### src/rtl/bcd_counter_display_if.sv
// Control and status bundle for the BCD counter / 7-segment display block.
// The master side drives the count controls and the display controls.
// The slave side, which is the counter itself, returns the count, carry, tick and display drive.
interface bcd_counter_display_if #(
  parameter int unsigned DIGITS = 3
);
  logic                  clrn;
  logic                  ldn;
  logic                  enp;
  logic                  ent;
  logic                  up_dn;
  logic                  lz_blank;
  logic                  n_en;
  logic [4*DIGITS-1:0]   data_in;
  logic [4*DIGITS-1:0]   max_bcd;
  logic [4*DIGITS-1:0]   q_out;
  logic                  rco;
  logic                  tick_o;
  logic [6:0]            seg;
  logic [DIGITS-1:0]     sel;

  modport master (
    output clrn, ldn, enp, ent, up_dn, lz_blank, n_en, data_in, max_bcd,
    input  q_out, rco, tick_o, seg, sel
  );

  modport slave (
    input  clrn, ldn, enp, ent, up_dn, lz_blank, n_en, data_in, max_bcd,
    output q_out, rco, tick_o, seg, sel
  );
endinterface

### src/rtl/bcd_counter_display.sv
// N-digit BCD up/down counter with 163-style clear/load/enable/carry, a count
// prescaler that produces a one-cycle clock enable, and a time-multiplexed
// 7-segment display with optional leading-zero blanking.
module bcd_counter_display #(
  parameter int unsigned DIGITS   = 3,
  parameter int unsigned CLK_DIV  = 50000000,
  parameter int unsigned SCAN_DIV = 50000
) (
  input logic                    clk_50mhz,
  input logic                    rst,
  bcd_counter_display_if.slave   bus
);

  localparam int unsigned W  = 4 * DIGITS;
  localparam int unsigned PW = (CLK_DIV > 1) ? $clog2(CLK_DIV) : 1;
  localparam int unsigned SW = (SCAN_DIV > 1) ? $clog2(SCAN_DIV) : 1;
  localparam int unsigned IW = (DIGITS > 1) ? $clog2(DIGITS) : 1;

  localparam logic [PW-1:0] PRE_LAST  = PW'(CLK_DIV - 1);
  localparam logic [SW-1:0] SCAN_LAST = SW'(SCAN_DIV - 1);
  localparam logic [IW-1:0] IDX_LAST  = IW'(DIGITS - 1);
  localparam logic [W-1:0]  ALL_NINES = {DIGITS{4'h9}};

  logic [PW-1:0]     pre_q;
  logic              tick_q;
  logic [W-1:0]      q_q, q_d;
  logic [W-1:0]      eff_max, load_val, inc_val, dec_val;
  logic              max_ok;
  logic [SW-1:0]     scan_q;
  logic [IW-1:0]     idx_q;
  logic [DIGITS-1:0] blank;
  logic [DIGITS-1:0] sel_q, sel_d;
  logic [6:0]        seg_q, seg_d;
  logic [3:0]        cur_dig;

  function automatic logic [6:0] seg_decode(input logic [3:0] d);
    case (d)
      4'd0:    seg_decode = 7'h3f;
      4'd1:    seg_decode = 7'h06;
      4'd2:    seg_decode = 7'h5b;
      4'd3:    seg_decode = 7'h4f;
      4'd4:    seg_decode = 7'h66;
      4'd5:    seg_decode = 7'h6d;
      4'd6:    seg_decode = 7'h7d;
      4'd7:    seg_decode = 7'h07;
      4'd8:    seg_decode = 7'h7f;
      4'd9:    seg_decode = 7'h6f;
      default: seg_decode = 7'h00;
    endcase
  endfunction

  // Prescaler: wraps every CLK_DIV cycles, registered one-cycle tick on wrap.
  always_ff @(posedge clk_50mhz or negedge rst) begin
    if (!rst) begin
      pre_q  <= '0;
      tick_q <= 1'b0;
    end else begin
      tick_q <= (pre_q == PRE_LAST);
      pre_q  <= (pre_q == PRE_LAST) ? '0 : pre_q + PW'(1);
    end
  end

  // Terminal value, sanitised load value, and BCD increment/decrement of the count.
  always_comb begin
    logic [3:0] dig;
    logic       carry;
    logic       borrow;
    max_ok   = 1'b1;
    load_val = '0;
    inc_val  = '0;
    dec_val  = '0;
    dig      = '0;
    carry    = 1'b1;
    borrow   = 1'b1;
    for (int i = 0; i < int'(DIGITS); i++) begin
      if (bus.max_bcd[4*i +: 4] > 4'd9) max_ok = 1'b0;
      load_val[4*i +: 4] = (bus.data_in[4*i +: 4] > 4'd9) ? 4'd0 : bus.data_in[4*i +: 4];
      dig = q_q[4*i +: 4];
      if (carry) begin
        if (dig == 4'd9) begin
          inc_val[4*i +: 4] = 4'd0;
        end else begin
          inc_val[4*i +: 4] = dig + 4'd1;
          carry = 1'b0;
        end
      end else begin
        inc_val[4*i +: 4] = dig;
      end
      if (borrow) begin
        if (dig == 4'd0) begin
          dec_val[4*i +: 4] = 4'd9;
        end else begin
          dec_val[4*i +: 4] = dig - 4'd1;
          borrow = 1'b0;
        end
      end else begin
        dec_val[4*i +: 4] = dig;
      end
    end
    // An invalid terminal value falls back to the full-scale count.
    eff_max = max_ok ? bus.max_bcd : ALL_NINES;
  end

  // Count next state: tick-qualified clear > load > count, else hold.
  always_comb begin
    q_d = q_q;
    if (tick_q) begin
      if (!bus.clrn) begin
        q_d = '0;
      end else if (!bus.ldn) begin
        q_d = load_val;
      end else if (bus.enp && bus.ent) begin
        if (bus.up_dn) begin
          q_d = (q_q >= eff_max) ? '0 : inc_val;
        end else begin
          q_d = ((q_q == '0) || (q_q > eff_max)) ? eff_max : dec_val;
        end
      end
    end
  end

  // Count register.
  always_ff @(posedge clk_50mhz or negedge rst) begin
    if (!rst) q_q <= '0;
    else      q_q <= q_d;
  end

  // Scan timer and digit index.
  always_ff @(posedge clk_50mhz or negedge rst) begin
    if (!rst) begin
      scan_q <= '0;
      idx_q  <= '0;
    end else if (scan_q == SCAN_LAST) begin
      scan_q <= '0;
      idx_q  <= (idx_q == IDX_LAST) ? '0 : idx_q + IW'(1);
    end else begin
      scan_q <= scan_q + SW'(1);
    end
  end

  // Leading-zero mask and next display drive for the current digit.
  always_comb begin
    logic lead;
    lead  = 1'b1;
    blank = '0;
    for (int i = int'(DIGITS) - 1; i >= 0; i--) begin
      lead     = lead & (q_q[4*i +: 4] == 4'd0);
      blank[i] = lead && (i != 0);
    end
    cur_dig = q_q[4*int'(idx_q) +: 4];
    sel_d   = '1;
    seg_d   = '0;
    if (!bus.n_en && !(bus.lz_blank && blank[idx_q])) begin
      sel_d[idx_q] = 1'b0;
      seg_d        = seg_decode(cur_dig);
    end
  end

  // Registered display outputs.
  always_ff @(posedge clk_50mhz or negedge rst) begin
    if (!rst) begin
      sel_q <= '1;
      seg_q <= '0;
    end else begin
      sel_q <= sel_d;
      seg_q <= seg_d;
    end
  end

  assign bus.q_out  = q_q;
  assign bus.tick_o = tick_q;
  assign bus.sel    = sel_q;
  assign bus.seg    = seg_q;
  assign bus.rco    = bus.ent & (bus.up_dn ? (q_q >= eff_max) : (q_q == '0));

endmodule

### src/flat_wrapper.sv
// flat-port wrapper written by rule: the top's interface ports become plain ports
module bcd_counter_display_flat 
#(
  parameter int unsigned DIGITS   = 3,
  parameter int unsigned CLK_DIV  = 50000000,
  parameter int unsigned SCAN_DIV = 50000
)
  (clk_50mhz, rst, bus_clrn, bus_ldn, bus_enp, bus_ent, bus_up_dn, bus_lz_blank, bus_n_en, bus_data_in, bus_max_bcd, bus_q_out, bus_rco, bus_tick_o, bus_seg, bus_sel);
  bcd_counter_display_if #(.DIGITS(DIGITS)) bus_i ();
  input logic clk_50mhz;
  input logic rst;
  input wire logic [$bits(bus_i.clrn)-1:0] bus_clrn;
  input wire logic [$bits(bus_i.ldn)-1:0] bus_ldn;
  input wire logic [$bits(bus_i.enp)-1:0] bus_enp;
  input wire logic [$bits(bus_i.ent)-1:0] bus_ent;
  input wire logic [$bits(bus_i.up_dn)-1:0] bus_up_dn;
  input wire logic [$bits(bus_i.lz_blank)-1:0] bus_lz_blank;
  input wire logic [$bits(bus_i.n_en)-1:0] bus_n_en;
  input wire logic [$bits(bus_i.data_in)-1:0] bus_data_in;
  input wire logic [$bits(bus_i.max_bcd)-1:0] bus_max_bcd;
  output wire logic [$bits(bus_i.q_out)-1:0] bus_q_out;
  output wire logic [$bits(bus_i.rco)-1:0] bus_rco;
  output wire logic [$bits(bus_i.tick_o)-1:0] bus_tick_o;
  output wire logic [$bits(bus_i.seg)-1:0] bus_seg;
  output wire logic [$bits(bus_i.sel)-1:0] bus_sel;
  assign bus_i.clrn = bus_clrn;
  assign bus_i.ldn = bus_ldn;
  assign bus_i.enp = bus_enp;
  assign bus_i.ent = bus_ent;
  assign bus_i.up_dn = bus_up_dn;
  assign bus_i.lz_blank = bus_lz_blank;
  assign bus_i.n_en = bus_n_en;
  assign bus_i.data_in = bus_data_in;
  assign bus_i.max_bcd = bus_max_bcd;
  assign bus_q_out = bus_i.q_out;
  assign bus_rco = bus_i.rco;
  assign bus_tick_o = bus_i.tick_o;
  assign bus_seg = bus_i.seg;
  assign bus_sel = bus_i.sel;
  bcd_counter_display #(.DIGITS(DIGITS), .CLK_DIV(CLK_DIV), .SCAN_DIV(SCAN_DIV)) u_core (.clk_50mhz(clk_50mhz), .rst(rst), .bus(bus_i));
endmodule
### config.mk
export PLATFORM = sky130hd
export DESIGN_NAME = bcd_counter_display_flat
export DESIGN_NICKNAME = d
export VERILOG_FILES = /design/src/rtl/bcd_counter_display_if.sv /design/src/rtl/bcd_counter_display.sv /design/src/flat_wrapper.sv
export SDC_FILE = /design/constraint.sdc
export NUM_CORES = 1
export LEC_CHECK = 0
export BUFFER_PORTS_ARGS = -buffer_cell sky130_fd_sc_hd__clkbuf_2
export CAP_MARGIN = 20
export CORE_MARGIN = 8
export CORE_UTILIZATION = 25
export CTS_BUF_LIST = sky130_fd_sc_hd__clkbuf_4
export DETAILED_ROUTE_END_ITERATION = 8
export PLACE_DENSITY_LB_ADDON = 0.15
export SETUP_SLACK_MARGIN = 0.2
export SLEW_MARGIN = 30
export SYNTH_ARGS = -nofsm -noshare
export SYNTH_HDL_FRONTEND = slang
export SYNTH_SLANG_ARGS = --single-unit
### constraint.sdc
create_clock -name clk_50mhz -period 4.1 [get_ports clk_50mhz]
set_input_delay 0.82 -clock clk_50mhz [delete_from_list [all_inputs] [get_ports clk_50mhz]]
set_output_delay 0.82 -clock clk_50mhz [all_outputs]
set_load 0.05 [all_outputs]
## Word level (Yosys, flattened, before mapping)

Memory sizes are Yosys's and may differ from the RTL's.
Index checks and enable logic that the tools add are counted.

- Register bits: 67
- Memory bits (read-only): 112
- Input port bits: 33
- Output and inout port bits: 24
- Logic and storage cells: 97
- Memories kept: 1

Memory list:

| memory | words | width | rd ports | clocked after Yosys merged registers in | write ports | RTL line | source |
|---|---|---|---|---|---|---|---|
| (no name shown) | 16 | 7 | 1 | 0 | 0 | bcd_counter_display.sv:37 | `case (d)` |

- Add/subtract/negate cells: 9
- Order comparisons: 10
- Equality and inequality tests: 11
- Shift operators: 1
- Multiplexer cells: 39
- Bitwise gates (word level): 3
- Reductions and logical operators: 14

Operators by type and width:

| operator | count |
|---|---|
| 12-bit two-way mux | 7 |
| 4-bit two-way mux | 13 |
| 26-bit by 1-bit adder with 26-bit output (second input constant) | 1 |
| 26-bit == test (second input constant) | 1 |
| 26-bit two-way mux | 1 |
| 4-bit greater-than comparator (second input constant) | 6 |
| 16-bit by 1-bit adder with 16-bit output (second input constant) | 1 |
| 16-bit == test (second input constant) | 1 |
| 16-bit two-way mux | 1 |
| 4-bit by 1-bit adder with 4-bit output (second input constant) | 3 |
| 4-bit == test (second input constant) | 3 |
| 12-bit greater-or-equal comparator | 1 |
| 12-bit greater-than comparator | 1 |
| 12-bit logical NOT | 1 |
| 4-bit logical NOT | 3 |
| 1-bit two-way mux | 12 |
| 12-bit by 5-bit variable part select with 4-bit output | 1 |
| 4-bit by 1-bit subtractor with 4-bit output (second input constant) | 3 |
| 5-bit by 2-bit != test with 1-bit output (second input constant) | 2 |
| 5-bit by 3-bit != test with 1-bit output (second input constant) | 2 |
| 4-bit AND reduction | 2 |
| 7-bit two-way mux | 1 |
| 1-bit logical AND | 4 |
| 2-bit by 3-bit less-than comparator with 1-bit output (second input constant) | 1 |
| 13 further kinds | 15 |

## Logic depth before layout (Yosys ltp)

Gate-level depths: netlist (run 1).

- Depth after elaboration: 12
- Gate-level depth with buffers: 13
- Depth with buffers taken out: 12

## Least setup slack after synthesis (run 1)

No wires, ideal clock.

- Path kind: input -> output
- From: input bus_max_bcd[10]
- To: output bus_rco
- Arrival time: 3015 ps
- Path slack: 265 ps
- Cell stages on the path: 10
- Path buffers: 1
- Cell sequence: o21ai_0 > and3_1 > nand2_1 > ha_1 > nor2b_1 > o211ai_1 > a211o_1 > nand4_1 > buf_2 > and3b_1

- Word-level cells in the longest chain between the ends: 6

RTL lines:

| item | RTL line | source |
|---|---|---|
| from (decl) | flat_wrapper.sv:20 | `input wire logic [$bits(bus_i.max_bcd)-1:0] bus_max_bcd;` |
| 4-bit greater-than comparator | bcd_counter_display.sv:76 | `if (bus.max_bcd[4*i +: 4] > 4'd9) max_ok = 1'b0;` |
| 1-bit two-way mux | bcd_counter_display.sv:76 |  |
| 12-bit two-way mux * | bcd_counter_display.sv:101 | `eff_max = max_ok ? bus.max_bcd : ALL_NINES;` |
| 12-bit greater-or-equal comparator * | bcd_counter_display.sv:174 | `assign bus.rco = bus.ent & (bus.up_dn ? (q_q >= eff_max) : (q_q == '0));` |
| 1-bit two-way mux * | bcd_counter_display.sv:174 |  |
| 1-bit bitwise AND * | bcd_counter_display.sv:174 |  |
| to (decl) | flat_wrapper.sv:22 | `output wire logic [$bits(bus_i.rco)-1:0] bus_rco;` |

Mark *: on every way between the ends. The rest lies on a longest branch, timed or not.

## Final worst setup path (run 1)

- From: input bus_max_bcd[6]
- To: output bus_rco

- Word-level cells in the longest chain between the ends: 7

RTL lines:

| item | RTL line |
|---|---|
| 4-bit greater-than comparator | bcd_counter_display.sv:76 |
| 1-bit two-way mux (2 in a row) | bcd_counter_display.sv:76 |
| 12-bit two-way mux * | bcd_counter_display.sv:101 |
| 12-bit greater-or-equal comparator * | bcd_counter_display.sv:174 |
| 1-bit two-way mux * | bcd_counter_display.sv:174 |
| 1-bit bitwise AND * | bcd_counter_display.sv:174 |

Marks and branches as above.

==> metrics, run 1 <==
status=complete, no violations; Synth Area per Inst=8.63 µm²; final wirelength=12.7 mm; Sw Ratio=28.5%; clk slew on worst S/H paths=0.11 ns; Worst Setup End Kind=output port; Relative slew margins=44.0%; sequential power share=57.6%; largest net degree at the start of global routing=45; via count=3,961; dominant cells by area after synthesis=dfrtp_1 36%, ha_1 7.9%, nand2_1 5.3%; pwr/cell area=225 nW/µm²; Yosys reg bits=67; DRT Pass-1 Iters=5; final hold viol count=0; FF-to-FF Start=u_core.bus.q_out[1]$_DFFE_PN0P_; CTS Hold Buffers Added=0; Clk Tree Root Cell=clkbuf_4; vias in the first global route=3,898; Seq/Total Area, Yosys=37.9%; Setup TNS Final=0 ns; number of synthesized flops with an enable pin=0; synth unique cells=57; yosys warns=0; first-pass GRT wire length=20.5 mm; Synth Instances=514; H-tree levels=3; placed insts=786; Net Sw Power=0.000329 W; Max Fanout on Critical Path=5; Hold/Removal Path Class=in2async; share of the synthesized area in the top cell type=36.1%; nets@finish=633; async set-reset flop share out of synthesis=100%; Core Util, Final=29.6%; clock network fraction of design power=32.3%; endpoints failing setup=0; Lkg Pwr=2.30 nW; count of pins over their slew limit=0; GR peak layer=met2; share of cells above drive strength 1=17.9%; fin crit period=3.75 ns; routed len/inst=15.8 µm; Cell Area, Synth=4440 µm²; # IOs=57; postcts setup bufs=0; worst reg2reg path depth=9; gpl congestion=0.881; later-pin clock latency in the skew report=0.44 ns; PortBufs=56; WP data arrival=2.93 ns; gr ovfl total=0; Internal Power=0.000826 W; Std-Cell Rows=48; Die Y=149 µm; total CTS buffers=9; max-cap viol count=0; DRT iter0 DRCs=211; Post-Syn Nets=575; Max Root-Sink Buffers=2; unrepaired setup endpoints after global routing=no; Max VDD drop=0.0886 mV; GRT met2 Usage=18.8%; r2r endpoint=u_core.bus.q_out[2]$_DFFE_PN0P_; Worst setup SP type=primary input; Max Fclk=0.267 GHz; worst slew pin tran=0.831 ns; Residual DRC=0; Gate power share=10.1%; vias per std cell=4.93; starting density of the core=25.6%; Horiz. Die Dim=149 µm; core box area=17,400 µm²; Synth Flop Type=dfrtp_1; ANT nets after route=0; die area=22,300 µm²; initial antenna violation count=1; Period Utilization, post-route=91.5%; Total GRT Usage=11.7%; clock sinks=67; minimum setup slack among reg-to-reg paths=1.35 ns; GR Layer Usage met1=15.1%; grt met3 use=2.55%; P&R area growth vs syn=15.7%; fin cells=803; critical path class=in2out; Final Skew=0.0121 ns; largest area contributor in the netlist=dfrtp_1; CTS tree=built; Detail Placement HPWL=9.69 mm; Critical Path RT=3.28 ns
==> state kept, by name, summed over array words and instances, names as in the netlist <==
signal / flops
u_core.scan_q: 16
u_core.bus.q_out: 12
u_core.bus.sel: 3
u_core.bus.tick_o: 1
u_core.pre_q: 26
u_core.idx_q: 2
u_core.bus.seg: 7
==> cells by family (layout without fill, tap and decap cells) <==
logic type / Yosys count / count (layout) / share of synthesized area, %
simple gates: 222 / 222 / 24.9
compound gates: 110 / 110 / 15.7
flops: 67 / 67 / 37.9
xor+xnor: 39 / 39 / 7.70
buf+inv: 36 / 99 / 3.13
fa+ha+maj: 28 / 28 / 7.89
mux: 12 / 12 / 2.82
other cells: 0 / 1 / 0
==> cell usage after synthesis (all sizes together) (15+ instances only) <==
| master | count |
|---|---|
| a21oi | 29 |
| nor2 | 62 |
| o21ai | 36 |
| xor2 | 24 |
| and3 | 15 |
| dfrtp | 64 |
| nand3 | 18 |
| inv | 19 |
| nand2 | 63 |
| ha | 28 |
| xnor2 | 15 |
==> worst max path at each step <==
stage                    startpoint  endpoint  slack, ns  cells past startpoint
floorplan           bus_max_bcd[10]   bus_rco       0.27                     10
global placement     bus_max_bcd[2]   bus_rco       0.25                     11
detailed placement   bus_max_bcd[2]   bus_rco       0.12                     11
CTS                 bus_max_bcd[10]   bus_rco       0.23                     11
global route        bus_max_bcd[10]   bus_rco       0.19                     10
finish               bus_max_bcd[6]   bus_rco       0.35                     10
==> critical path, stage by stage <==
cell and delay (ns):
clkbuf_2 0.10, o21ai_0 0.22, and3_4 0.26, nand2_1 0.10, ha_1 0.32, nand4_1 0.22
a211o_1 0.38, nand4_1 0.13, and3b_1 0.17, clkbuf_4 0.22
==> layout by cell type (no fill, tap or decap), drive strengths merged, types with 3 or more instances in the layout <==
cell type	count
o41ai	7
a21o	5
o211ai	3
nand3	18
and3	15
clkbuf	65
inv	19
a21oi	29
xor2	24
a31oi	3
nor4	3
mux2	4
o31ai	5
nor2b	8
a211oi	4
or3	6
o21ai	36
nand2b	5
ha	28
a22oi	5
nand4	12
nor2	62
buf	9
dfrtp	64
nor3	14
nor4b	3
mux2i	8
nor3b	4
nand2	63
and2	5
dfstp	3
clkinv	4
xnor2	15
==> stage by stage <==
stage / setup slack [ns] / area [µm²] / power (W) / hold slack, ns
global route: 0.194 / 5130 / 0.00122 / 0.378
floorplan: 0.265 / 4440 / 0.000737 / 0.425
finish: 0.348 / 5130 / 0.00115 / 0.375
global placement: 0.248 / 4990 / 0.000793 / 0.443
CTS: 0.226 / 5110 / 0.00118 / 0.370
detailed placement: 0.116 / 5000 / 0.000794 / 0.468
==> power by group through the flow <==
stage | registers, W | logic, W | clock network [W]
after floorplan | 0.000691 | 0.0000454 | 0
after global placement | 0.000678 | 0.000115 | 0
after detailed placement | 0.000678 | 0.000116 | 0
after CTS | 0.000666 | 0.000116 | 0.000398
after global routing | 0.000666 | 0.000130 | 0.000423
final | 0.000665 | 0.000116 | 0.000373
==> timing repair <==
action                                  in CTS  in global routing
gates resized for setup                      2                  8
endpoints found under the setup margin       1                  1
pin swaps                                    0                  1
==> per-layer routing <==
metal,wire (µm),vias to the layer above
met2,5940,91
met3,594,16
met4,210,0
met5,0,-
met1,5950,1917
li1,-,1937
==> final cells by class <==
type	count	area, µm²
clock inverters	6	32.5
inverters	19	71.3
well taps	225	282
fillers	1868	12200
multi-input cells	411	2650
clock buffers	10	75.1
diodes	1	2.50
repair buffers	64	345
flip-flops and latches	67	1680
Power figures use the tool's default switching activity.
==> inputs of run 2 (changes only) <==
==> constraint.sdc (replaced) <==
create_clock -name clk_50mhz -period 3.4 [get_ports clk_50mhz]
set_input_delay 0.68 -clock clk_50mhz [delete_from_list [all_inputs] [get_ports clk_50mhz]]
set_output_delay 0.68 -clock clk_50mhz [all_outputs]
set_load 0.05 [all_outputs]
==> run 2 against run 1 <==
  * Utilization is 1.5 points higher
  * Worst hold slack got worse by 0.059 ns
  * Sequential power grew 21%
  * Highest routed layer unchanged
==> metrics, run 2 (synthesized netlist as in run 1, its figures left out) <==
total CTS buffers=9; clock sinks=67; Detail Placement HPWL=9.81 mm; Max Root-Sink Buffers=2; later-pin clock latency in the skew report=0.43 ns; first-pass GRT wire length=20.7 mm; starting density of the core=25.6%; gpl congestion=0.925; Worst setup SP type=primary input; final wirelength=12.9 mm; DRT iter0 DRCs=193; ANT nets after route=0; Horiz. Die Dim=149 µm; Max Fanout on Critical Path=5; Pwr Total=0.00142 W; Hold/Removal Path Class=in2async; gr ovfl total=0; endpoints failing setup=0; Critical Path RT=2.72 ns; CTS tree=built; routed len/inst=15.7 µm; Max Fclk=0.307 GHz; unrepaired setup endpoints after global routing=yes; Crit-path slowest cell=a211o_1; WP data arrival=2.58 ns; critical path class=in2out; initial antenna violation count=1; share of cells above drive strength 1=23.7%; fin crit period=3.26 ns; final hold viol count=0; worst path cell trace=clkbuf_2 -> o21ai_4 -> and3_4 -> nand2_4 -> ha_4 -> nor2b_4 -> o211ai_1 -> a211o_1 -> nand4_1 -> and3b_2 -> buf_8; Final Skew=0.0136 ns; Total GRT Usage=11.8%; largest net degree at the start of global routing=68; Lkg Pwr=2.41 nW; worst reg2reg path depth=10; Worst Setup End Kind=output port; Residual DRC=0; Max stage delay on crit path=0.32 ns; Finished Cell Area=5400 µm²; vias per std cell=4.89; vias in the first global route=3,947; status=complete, no violations; commonest non-fill, non-tap cell in the layout=dfrtp_1; core box area=17,400 µm²; DRT Pass-1 Iters=4; die area=22,300 µm²; filler instances=1,827; PortBufs=56; Setup TNS Final=0 ns; CTS Hold Buffers Added=0; Worst Hold Slack=0.316 ns; Relative slew margins=57.1%; P&R area growth vs syn=21.6%; Clk Tree Root Cell=clkbuf_4; nets@finish=653; pwr/cell area=262 nW/µm²; Post-DP Area=5150 µm²; Largest register FFs=26; # IOs=57; H-tree levels=3; Std-Cell Rows=48; Die Y=149 µm; placed insts=799; fin cells=822; Period Utilization, post-route=95.8%; worst slew pin tran=0.643 ns; Top reg by flops=u_core.pre_q; Max VDD drop=0.134 mV; max-cap viol count=0; count of pins over their slew limit=0; via count=4,016; most frequent cells in the layout=63 x dfrtp_1, 58 x nor2_1, 58 x nand2_1; clk slew on worst S/H paths=0.10 ns
==> run 2: cell count changes in the layout (fill, tap and decap cells not counted), moves of 2 or more <==
| cell | before | now |
|---|---|---|
| nor3_2 | 0 | 2 |
| buf_4 | 9 | 27 |
| ha_1 | 28 | 25 |
| nor2_1 | 60 | 58 |
| nor3_4 | 2 | 0 |
| o21ai_4 | 0 | 2 |
| nand2_1 | 63 | 58 |
| nand2_2 | 0 | 4 |
| ha_4 | 0 | 3 |
==> run 2: worst paths after layout <==
kind | slack [ns] | end | from
worst max-delay path | 0.14 | bus_rco | bus_max_bcd[10]
worst min-delay path | 0.32 | u_core.bus.q_out[10]$_DFFE_PN0P_ | rst
worst max register to register | 0.47 | u_core.bus.q_out[6]$_DFFE_PN0P_ | u_core.bus.q_out[7]$_DFFE_PN0P_
worst min register to register | 0.46 | u_core.scan_q[0]$_DFF_PN0_ | u_core.scan_q[0]$_DFF_PN0_
max in group asynchronous | 2.58 | u_core.bus.q_out[0]$_DFFE_PN0P_ | rst
min in group clk_50mhz | 0.46 | u_core.scan_q[0]$_DFF_PN0_ | u_core.scan_q[0]$_DFF_PN0_
==> run 2: power by group <==
group / switching [W] / internal (W)
Sequential: 0.00000141 / 0.000801
Combinational: 0.000105 / 0.0000522
Clock: 0.000288 / 0.000168
Total: 0.000394 / 0.00102
==> run 2: cell type report <==
type | instances | area, µm² | share of cell area (%)
multi-input cells | 411 | 2750 | 50.9
flip-flops and latches | 67 | 1680 | 31.2
repair buffers | 84 | 504 | 9.35
well taps | 225 | 282 | 5.22
clock buffers | 12 | 90.1 | 1.67
inverters | 19 | 71.3 | 1.32
clock inverters | 3 | 16.3 | 0.301
diodes | 1 | 2.50 | 0.0464
==> run 2: repair_timing <==
item                                    4_1_cts  5_1_grt
pin swaps                                     5       11
gates resized for setup                      11        7
setup buffers                                 4        3
cloned                                        0        0
endpoints found under the setup margin        1        2
==> run 2: critical path: cells and delay by family <==
family | cells | cell delay, ns
and+or+nand+nor | 5 | 0.77
AOI/OAI and AO/OA | 3 | 0.60
buffers and inverters | 2 | 0.26
adders and majority gates | 1 | 0.26
==> run 2: per-stage QoR <==
stage	worst slack, ns	util (%)
6_report	0.144	31.1
2_1_floorplan	0.157	-
3_5_place_dp	-0.0587	29.7
5_1_grt	0.0455	31.1
3_3_place_gp	0.00680	29.7
4_1_cts	0.160	30.7
==> run 2: routing by layer <==
| layer | track usage (%) | part of all wire, % | vias up | wire [µm] |
|---|---|---|---|---|
| li1 | - | - | 1985 | - |
| met1 | 15.0 | 47 | 1949 | 6090 |
| met2 | 19.0 | 47 | 68 | 6090 |
| met3 | 2.79 | 4.0 | 14 | 516 |
| met4 | 4.19 | 1.8 | 0 | 230 |
| met5 | 0 | 0 | - | 0 |
